$ cat src/rtl/cache_line.sv
// Single cache line (tag, valid, dirty, LRU age, byte block) used as one way of a set.
// Optional define CACHE_LINE_AGE_SATURATE_EN makes the age counter saturate at 3 instead of wrapping.
module cache_line #(
  parameter int ADDRESS_WORD_SIZE = 32,
  parameter int TAG_SIZE          = 19,
  parameter int BLOCK_SIZE        = 16,
  parameter int WORD_SIZE         = 4
) (
  input  logic                         clk,
  input  logic                         rst_b,
  input  logic                         ready,
  input  logic [ADDRESS_WORD_SIZE-1:0] address_word,
  input  logic                         try_read,
  input  logic                         try_write,
  input  logic [7:0]                   write_data,
  input  logic                         reset_age,
  input  logic                         increment_age,
  output logic [7:0]                   data,
  output logic [1:0]                   age,
  output logic                         hit_miss,
  output logic                         is_empty,
  output logic                         valid,
  output logic                         dirty
);

  localparam int OFFSET_W = $clog2(BLOCK_SIZE);
  localparam int MID_W    = ADDRESS_WORD_SIZE - TAG_SIZE - OFFSET_W;

  logic [TAG_SIZE-1:0] tag_q;
  logic [7:0]          block_q [BLOCK_SIZE];
  logic                valid_q;
  logic                dirty_q;
  logic [1:0]          age_q;
  logic [7:0]          data_q;
  logic                hit_miss_q;

  logic [TAG_SIZE-1:0] addr_tag;
  logic [OFFSET_W-1:0] offset;
  logic                access;
  logic                is_write;
  logic                hit;

  assign addr_tag = address_word[ADDRESS_WORD_SIZE-1 -: TAG_SIZE];
  assign offset   = address_word[OFFSET_W-1:0];
  assign access   = ready && (try_read || try_write);
  assign is_write = try_write;
  assign hit      = valid_q && (tag_q == addr_tag);

  // Index bits between tag and offset select the set outside this block.
  generate
    if (MID_W > 0) begin : g_mid
      logic unused_index;
      assign unused_index = ^address_word[ADDRESS_WORD_SIZE-TAG_SIZE-1:OFFSET_W];
    end
  endgenerate

  always_ff @(posedge clk or posedge rst_b) begin
    if (rst_b) begin
      tag_q      <= '0;
      valid_q    <= 1'b0;
      dirty_q    <= 1'b0;
      data_q     <= '0;
      hit_miss_q <= 1'b0;
      for (int i = 0; i < BLOCK_SIZE; i++) block_q[i] <= '0;
    end else if (access) begin
      hit_miss_q <= hit;
      if (is_write) begin
        data_q  <= write_data;
        dirty_q <= 1'b1;
        if (hit) begin
          block_q[offset] <= write_data;
        end else begin
          // Miss overwrites unconditionally; the controller handles any write-back first.
          tag_q   <= addr_tag;
          valid_q <= 1'b1;
          for (int i = 0; i < BLOCK_SIZE; i++)
            block_q[i] <= (i == int'(offset)) ? write_data : 8'h00;
        end
      end else begin
        if (hit) begin
          data_q <= block_q[offset];
        end else begin
          tag_q   <= addr_tag;
          valid_q <= 1'b1;
          dirty_q <= 1'b0;
          data_q  <= 8'h00;
          for (int i = 0; i < BLOCK_SIZE; i++) block_q[i] <= 8'h00;
        end
      end
    end
  end

  // Access outranks reset_age, which outranks increment_age.
  always_ff @(posedge clk or posedge rst_b) begin
    if (rst_b) begin
      age_q <= 2'd0;
    end else if (access || reset_age) begin
      age_q <= 2'd0;
    end else if (increment_age) begin
`ifdef CACHE_LINE_AGE_SATURATE_EN
      if (age_q != 2'd3) age_q <= age_q + 2'd1;
`else
      age_q <= age_q + 2'd1;
`endif
    end
  end

  assign data     = data_q;
  assign age      = age_q;
  assign hit_miss = hit_miss_q;
  assign valid    = valid_q;
  assign dirty    = dirty_q;
  assign is_empty = ~valid_q;

endmodule

$ cat config.mk
export PLATFORM = sky130hd
export DESIGN_NAME = cache_line
export DESIGN_NICKNAME = d
export VERILOG_FILES = /design/src/rtl/cache_line.sv
export SDC_FILE = /design/constraint.sdc
export NUM_CORES = 1
export LEC_CHECK = 0
export ABC_AREA = 0
export BUFFER_PORTS_ARGS = -buffer_cell sky130_fd_sc_hd__buf_2
export CAP_MARGIN = 15
export CORE_MARGIN = 5
export CORE_UTILIZATION = 50
export DETAILED_ROUTE_END_ITERATION = 6
export PLACE_DENSITY = 0.68
export SLEW_MARGIN = 20
export SYNTH_ARGS = -nofsm -noshare
export SYNTH_HDL_FRONTEND = slang
export SYNTH_SLANG_ARGS = --single-unit
$ cat constraint.sdc
create_clock -name clk -period 5.6 [get_ports clk]
set_clock_uncertainty 0.2 [all_clocks]
set_input_delay 0.28 -clock clk [delete_from_list [all_inputs] [get_ports clk]]
set_output_delay 0.28 -clock clk [all_outputs]
set_load 0.005 [all_outputs]
==> metrics.md <==
| Metric | Value |
|---|---|
| Fin crit share | 47.1% |
| Syn Nets | roughly 800 |
| Hold Path Depth | 4 |
| Root Buffer | clkbuf_16 |
| Fillers | 1279 |
| Vias in the first global route | 6559 |
| Worst-path clk slew | 0.06 ns |
| Status | finished clean |
| Boundary Pins | 61 |
| Cell accounting for the most synthesized area | dfrtp_1 |
| Hold Path Origin | increment_age |
| Static leakage power | about 4.1 nW |
| Maximum root-to-sink buffer count | 2 |
| Max Cap Viol | 0 |
| Post-Syn Area | 8140 µm² |
| RD Place Congestion | 0.884 |
| Initial antenna violation count | 0 |
| Crit path DAT | 2.70 ns |
| Htree depth | 4 |
| Later-pin clock latency in the skew report | 0.43 ns |
| Hold path endpoint | age[1] |
| Maximum vdd ir drop | 0.218 mV |
| Gate power share | 9.9% |
| Reg2Reg Depth | 6 |
| RSZ-0062 raised after global routing | false |
| Congestion Overflow GR | 0 |
| Avg Cell Area, Syn | roughly 10 µm² |
| Switch Pwr | 655 µW |
| Die height | 138 µm |
| Nets | 886 |
| Via count | between 6k and 7k |
| Largest net degree at the start of global routing | ~110 |
| Power per cell area | 289 nW/µm² |
| Antenna viol nets, final | 0 |
| Netlist cell types | 40 |
| Site row count | 46 |
| Iteration-0 DRC Markers | 835 |
| Reg-to-reg slack, setup | 3.18 ns |
| WL final | around 22000 µm |
| YS warnings | 0 |
| Synth area leaders | dfrtp_1 49%, mux4_2 8.9%, a22oi_1 6.6% |
| Finish-stage setup viols | 0 |
| Worst-Margin Slew | about 1.2 ns |
| First-pass GRT wire length | 35700 µm |
| Worst flop-to-flop path startpoint | tag_q[11] |
| Layout cells sized above 1 | 18.1% |
| #FFs+latches synth | 160 |
| CP Capture Type | register |
| Post-synthesis sequential area ratio | 49.2% |
| Hold Path Class | input pin to register |
| GRT Resource Usage Total | about 25% |
| Internal power | 2.08 mW |
| Area Overhead vs Synth | 16.2% |
| Inserted Clock Buffers | 17 |
| Final setup TNS | 0 ns |
| Period minus WS final | 2.64 ns |
| Drt drc | 0 |
| Hold slack final | 0.0350 ns |
| Main synth FF type | dfrtp_1 |
| Share of the synthesized area in the top cell type | roughly 49% |
| Area of the core | 15900 µm² |
| CTS Sinks | 160 |
| Placed wire-length estimate | 14300 µm |
| Max-slew violations | 0 |
| PostCTS Resize Cnt | 0 |
| Switching Share | 23.9% |
| Crit-path max FO | 47 |
| Worst Path Required | 5.66 ns |
| Routed vias/inst | 6.15 |
| Crit path kind | input pin to register |
| Buffers added on ports | 51 |
| CTS tree | built |
| Slew headroom | 23.1% |
| Die Width | 138 µm |
| Cells after Synth | 776 |
| Drt pass-1 iters | 5 |
| Async set-reset flop share out of synthesis | between 90% and 100% |
| CP startpoint kind | input pin |
| Clock power frac | a little under half |
| Max Clk Rate | 0.379 GHz |
| ANT cells | 0 |
| EDFF count, synth | 0 |
| Reg2reg end | block_q[90] |
| Die area | 18900 µm² |
| Final hold violation count | 0 |
| Routed WL per cell | 21.0 µm |
| Reg power frac | 44.8% |
| Initial Utilization | 51.1% |
-- cell type report --
class | count | area (µm²) | share of cell area, %
tap | 216 | 270 | 2.86
timing repair buffer | 85 | 603 | 6.37
multi-input combinational | 541 | 3820 | 40.4
clock buffer | 21 | 470 | 4.97
sequential | 160 | 4000 | 42.3
inverter | 34 | 135 | 1.43
clock inverter | 10 | 159 | 1.68
-- logic make-up after synthesis --
group                     count (synthesis)  share of synthesized area, %
AOI/OAI and AO/OA                       267                          21.3
muxes                                    51                          11.9
DFF                                     160                          49.2
buffers and inverters                    75                          4.09
xor gates and xnor gates                 21                          2.26
and+or+nand+nor                         202                          11.3
-- per-layer routing --
metal,GRT usage (%),wire [µm]
met5,0,0
met4,10.3,771
met3,6.79,1880
met2,37.9,10300
met1,33.9,9510
-- through the flow --
step	worst slack [ns]	cell area, µm²	instances	utilization [%]	power, mW
after floorplan	0.800	8140	776	-	1.42
after global placement	2.45	8510	1006	53.4	1.49
after detailed placement	2.40	8510	1006	53.4	1.50
after CTS	2.86	9430	1066	59.1	2.74
after global routing	2.83	9460	1067	59.3	2.83
final	2.96	9460	1067	59.3	2.74
-- cells in the final DEF, fill, tap and decap left out, types with 3 or more instances in the layout --
master	count
a21oi_1	9
nand2b_1	4
bufinv_16	4
nor2b_1	3
nor3_4	3
dlygate4sd3_1	29
nor2_1	26
nand3_1	18
clkbuf_16	17
a31oi_1	4
inv_1	33
a21o_1	32
clkinv_2	3
xor2_1	13
dfrtp_1	160
o21ai_1	50
a22oi_1	72
clkbuf_8	3
buf_4	4
o21ai_0	62
mux4_2	32
nor4_2	4
o22ai_1	24
mux2_2	9
xnor2_1	8
a221o_1	8
buf_2	51
mux2_4	10
nand2_1	126
nand4_1	3
nor3_1	4
-- how the worst max path moves through the flow --
stage          cells past startpoint            to             from
3_5_place_dp                       5  block_q[108]        try_write
2_1_floorplan                      1        age[0]            rst_b
3_3_place_gp                       5  block_q[108]        try_write
5_1_grt                            5  block_q[107]  address_word[1]
6_report                           5  block_q[111]  address_word[1]
4_1_cts                            5  block_q[107]        try_write
-- critical path: stages --
cell and delay (ns):
buf_2 0.85, nor2b_1 0.50, nand3_1 0.13, a31oi_1 0.74
o22ai_1 0.19
-- sequential cells by signal (all words and copies together), names as in the netlist --
register and count:
block_q 128, tag_q 19, data 8, age 2, dirty 1, hit_miss 1
valid 1
-- cells in the mapped netlist, types with 2 or more instances --
cell type  instances
a21o_1            32
a21oi_1            9
a221o_1            8
a22oi_1           72
a311oi_4           2
a31oi_1            4
and2_1             2
and3_1             2
buf_1              4
buf_2             11
buf_4              2
buf_6              4
clkbuf_1          20
dfrtp_1          160
inv_1             34
mux2_2             9
mux2_4            10
mux4_2            32
nand2_1          127
nand2b_1           4
nand3_1           18
nand4_1            3
nor2_1            27
nor2b_1            3
nor3_1             4
nor3_4             3
nor4_2             4
o21ai_0           62
o21ai_1           51
o22ai_1           24
xnor2_1            8
xor2_1            13
-- power groups by stage --
| stage | Combinational [mW] | Sequential [mW] | Clock, mW |
|---|---|---|---|
| 2_1_floorplan | 0.177 | 1.24 | 0 |
| 3_3_place_gp | 0.243 | 1.24 | 0 |
| 3_5_place_dp | 0.252 | 1.25 | 0 |
| 4_1_cts | 0.267 | 1.23 | 1.25 |
| 5_1_grt | 0.296 | 1.23 | 1.30 |
| 6_report | 0.272 | 1.23 | 1.24 |
-- timing repair --
action | 4_1_cts | 5_1_grt
buffers inserted | 0 | 0
endpoints found under the hold margin | 142 | 0
hold buffers | 29 | 0
(Power assumes the default switching activity.)
